<file path="src/rtl/signal_field_serializer.sv">
// 802.11a SIGNAL field builder: latches RATE/LENGTH into a 24-bit field with
// parity and tail, then shifts it out bit 0 first under a valid/ready handshake.
module signal_field_serializer #(
  parameter int RATE_W = 4,
  parameter int LEN_W  = 12,
  parameter int TAIL_W = 6
) (
  input  logic              clk,
  input  logic              rst,
  input  logic              start,
  input  logic [RATE_W-1:0] rate,
  input  logic [LEN_W-1:0]  length,
  input  logic              bit_ready,
  output logic              bit_out,
  output logic              bit_valid,
  output logic              bit_last,
  output logic              busy,
  output logic              done,
  output logic              rate_err
);

  localparam int FIELD_W = RATE_W + 1 + LEN_W + 1 + TAIL_W;
  localparam int IDX_W   = $clog2(FIELD_W);
  localparam logic [IDX_W-1:0] LAST_IDX = IDX_W'(FIELD_W - 1);

  localparam logic [1:0] IDLE  = 2'd0;
  localparam logic [1:0] SHIFT = 2'd1;
  localparam logic [1:0] DONE  = 2'd2;

  logic [1:0]         state;
  logic [IDX_W-1:0]   index;
  logic [FIELD_W-1:0] shreg;
  logic [FIELD_W-1:0] field;

  // Field image with bit 0 in the LSB so the shifter always emits shreg[0].
  // RATE goes out R1 first, which is the MSB of the rate code.
  // NOTE: every combinational output gets a default first so no latch is inferred.
  always_comb begin
    field = '0;
    for (int i = 0; i < RATE_W; i++) begin
      field[i] = rate[RATE_W-1-i];
    end
    for (int j = 0; j < LEN_W; j++) begin
      field[RATE_W+1+j] = length[j];
    end
    field[RATE_W+1+LEN_W] = ^{rate, length};
  end

  // NOTE: sequential state uses non-blocking assignments so every register
  // samples the pre-edge values regardless of statement order.
  always_ff @(posedge clk or negedge rst) begin
    if (!rst) begin
      state    <= IDLE;
      index    <= '0;
      shreg    <= '0;
      rate_err <= 1'b0;
    end else begin
      rate_err <= 1'b0;
      case (state)
        IDLE: begin
          if (start) begin
            if (rate[0]) begin
              shreg <= field;
              index <= '0;
              state <= SHIFT;
            end else begin
              rate_err <= 1'b1;
            end
          end
        end
        SHIFT: begin
          if (bit_ready) begin
            if (index == LAST_IDX) begin
              state <= DONE;
              index <= '0;
              shreg <= '0;
            end else begin
              index <= index + 1'b1;
              shreg <= shreg >> 1;
            end
          end
        end
        DONE:    state <= IDLE;
        default: state <= IDLE;
      endcase
    end
  end

  assign bit_valid = (state == SHIFT);
  assign busy      = bit_valid;
  assign bit_out   = bit_valid & shreg[0];
  assign bit_last  = bit_valid && (index == LAST_IDX);
  assign done      = (state == DONE);

endmodule

</file>
<file path="config.mk">
export PLATFORM = sky130hd
export DESIGN_NAME = signal_field_serializer
export DESIGN_NICKNAME = d
export VERILOG_FILES = /design/src/rtl/signal_field_serializer.sv
export SDC_FILE = /design/constraint.sdc
export NUM_CORES = 1
export LEC_CHECK = 0
export ABC_AREA = 1
export CAP_MARGIN = 20
export CORE_UTILIZATION = 60
export CTS_BUF_LIST = sky130_fd_sc_hd__clkbuf_16
export DETAILED_ROUTE_END_ITERATION = 6
export DONT_BUFFER_PORTS = 1
export HOLD_SLACK_MARGIN = 0.12
export PLACE_DENSITY = 0.83
export SLEW_MARGIN = 15
export SYNTH_ARGS = -nofsm -noshare
export SYNTH_HDL_FRONTEND = slang
export SYNTH_SLANG_ARGS = --single-unit
</file>
<file path="constraint.sdc">
create_clock -name clk -period 2.73 [get_ports clk]
set_input_delay 0.273 -clock clk [delete_from_list [all_inputs] [get_ports clk]]
set_output_delay 0.273 -clock clk [all_outputs]
set_load 0.03 [all_outputs]
</file>
==> flow_metrics.tcl <==
set metrics [dict create \
    ys_async_sr_fraction_pct 100 \
    grt-ovfl-total 0 \
    cts_resized 0 \
    fin_crit_ns 2.11 \
    routedWlPerCell_um 13.4 \
    grt_use_met1_pct 32.3 \
    fin_skew_ns 0.00401 \
    slowest_delay_ns 0.53 \
    drc 0 \
    worstRegToRegCells 8 \
    grt_setup_unrepaired "no" \
    ys.flop_type "dfrtp_1" \
    cts_setup_buffers 0 \
    htree_levels 1 \
    min_to "rate_err" \
    slowest_stage "nor2_1" \
    synthTopCellsByCount "83 x nand2_1, 38 x inv_1, 26 x dfrtp_1" \
    clock_sinks 26 \
    core_um2 2760 \
    path_max_fanout 6 \
    clock_path_buffers 2 \
    regToRegStartpoint "state[0]" \
    drive_above_1_share_pct 15.5 \
    root_buffer "clkbuf_16" \
    antenna_found_initial 0 \
    die_h_um 55.9 \
    cts_tree "yes" \
    yosysWarnings 0 \
    status "complete, no violations" \
    final.setup.tns_ns 0 \
    antenna_cells 0 \
    power_density_nw_per_um2 1020 \
    grt_pass1_wl_um 6050 \
    grt_usage_pct 24.8 \
    hold_viol 0 \
    via_per_inst 5.37 \
    path_cells "inv_2 -> nor2_4 -> inv_2 -> nor2_1" \
    crit_type "flop to output pin" \
    wl_um 3530 \
    synth_edf_count 0 \
    setup_violations 0 \
    ff_latch_area_um2 651 \
    design_area_um2 1860 \
    slew_headroom_pct 57.0 \
    critPathRequiredTime_ns 2.46 \
    min_from "start" \
    slew_viol_final 0 \
    use_met2_pct 42.2 \
    worstPathArrival_ns 1.84 \
    gp_congestion 0.829 \
    nets 255 \
    synth.distinct_cells 29 \
    fin_util_pct 67.3 \
    worstSetupEndpointType "output pin" \
    busiest_layer "met2" \
    holdPathStages 2 \
    clkTransAtPathRegs_ns 0.06 \
    synth_top_area_share_pct 37.3 \
    vias 1418 \
    netlist_instances 232 \
    synth.net_count 253 \
    clk_latency_ns 0.26 \
    num_rows 19 \
    drt_iter0_drc 71 \
    dieWidth_um 55.9 \
    multi_input_area_um2 855 \
    synth-seq-cells 26 \
    port_buffers 0 \
    die-area_um2 3130 \
    r2r_end "shreg[7]" \
    postRouteAntennaNets 0 \
    hold_class "input pin to flop" \
    p_leak_uw 0.000989 \
    irDropWorstVdd_mv 0.925 \
    ys_seq_area_share_pct 37.3 \
    post-synth-top-area-cell "dfrtp_1" \
    num-fill-cells 206 \
    dr.pass1.iters 4 \
    cpMostUsedCell "inv_2" \
    io_pins 26 \
    areaGrowthSynthToFinish_pct 6.46 \
    start_util_pct 63.2 \
    dpl_cell_area_um2 1720 \
    cts-buffers-inserted 3 \
    grt_pass1_vias 1371 \
    fmax_mhz 473 \
    synth.most_common_cell "nand2_1" \
    grt_max_degree 27 \
    worst-slew-pin-transition_ns 0.642 \
    synth.area.top_cells "dfrtp_1 37%, nand2_1 18%, inv_1 8.2%, o221ai_2 6.0%, nand3_1 3.7%" \
    met3_usage_pct 4.88 \
    reg2reg_slack_ns 0.90 \
    maxCapViolations 0 \
    cts_hold_buf 2 \
    crit_path_start_kind "flop" \
    avgSynthCellArea_um2 7.52 \
    syn_area_um2 1740 \
    post-route-period-util_pct 77.4 \
    dpl.hpwl_um 2330 \
]
[cell usage in the layout, fill, tap and decap left out, types with 3 or more instances in the layout]
cell type,n
nand2_1,83
inv_2,5
clkbuf_16,3
nand2_2,4
o221ai_1,7
dfrtp_1,26
nand3_1,13
o21ai_2,3
nor2_1,15
nor2_4,4
xnor2_1,3
o221ai_2,7
inv_1,38
[critical path, delay by kind of cell (launching register included)]
family,cells,cell delay (ns)
buffers and inverters,2,0.25
DFF,1,0.40
and+or+nand+nor,2,0.93
[sequential cells by signal (all words and copies together) (netlist names)]
register,flops
shreg,18
index,5
state,2
rate_err,1
[per-layer routing]
layer / share of wire [%] / wire, µm
met5: 0 / 0
met4: 1.8 / 63
met3: 3.7 / 131
met2: 50 / 1750
met1: 45 / 1580
[report_power, final]
group          leakage (µW)  internal (µW)  switching (µW)  total, µW
clock             0.0000511            292             133        425
combinational      0.000599            259             574        833
sequential         0.000340            545            89.5        634
total              0.000989           1100             796       1890
[worst max-delay path by stage]
stage                     startpoint       end  slack [ns]  cells past startpoint
after CTS                   state[1]   bit_out        0.72                      3
after detailed placement    state[1]  shreg[7]        0.97                      7
final                       state[0]   bit_out        0.62                      4
after global routing        state[0]   bit_out        0.61                      4
after floorplan             state[1]  bit_last        0.95                      3
after global placement      state[1]   bit_out        1.03                      3
[area by class of cell]
cell class / count / share of cell area, %
multi-input cells: 156 / 46.0
inverters: 44 / 9.16
well taps: 31 / 2.09
repair buffers: 3 / 2.02
clock buffers: 3 / 4.04
flip-flops and latches: 26 / 35.0
clock inverters: 1 / 1.62
[per-stage QoR]
stage	hold slack, ns	cells	worst slack [ns]	total power (µW)
detailed placement	-0.0221	258	0.969	1440
finish	0.165	264	0.617	1890
CTS	0.133	264	0.716	1890
floorplan	-0.0226	232	0.946	1400
global route	0.161	264	0.610	2010
global placement	-0.0221	258	1.03	1410
[cell families after synthesis]
| group | Yosys count | share of synthesized area [%] |
|---|---|---|
| adder cells (fa/ha/maj) | 1 | 0.717 |
| XOR/XNOR | 5 | 2.51 |
| flip-flops | 26 | 37.3 |
| buffers and inverters | 50 | 13.7 |
| AO/OA/AOI/OAI | 26 | 14.5 |
| AND/OR/NAND/NOR | 124 | 31.3 |
No activity file was read; power rests on OpenSTA's default activity.
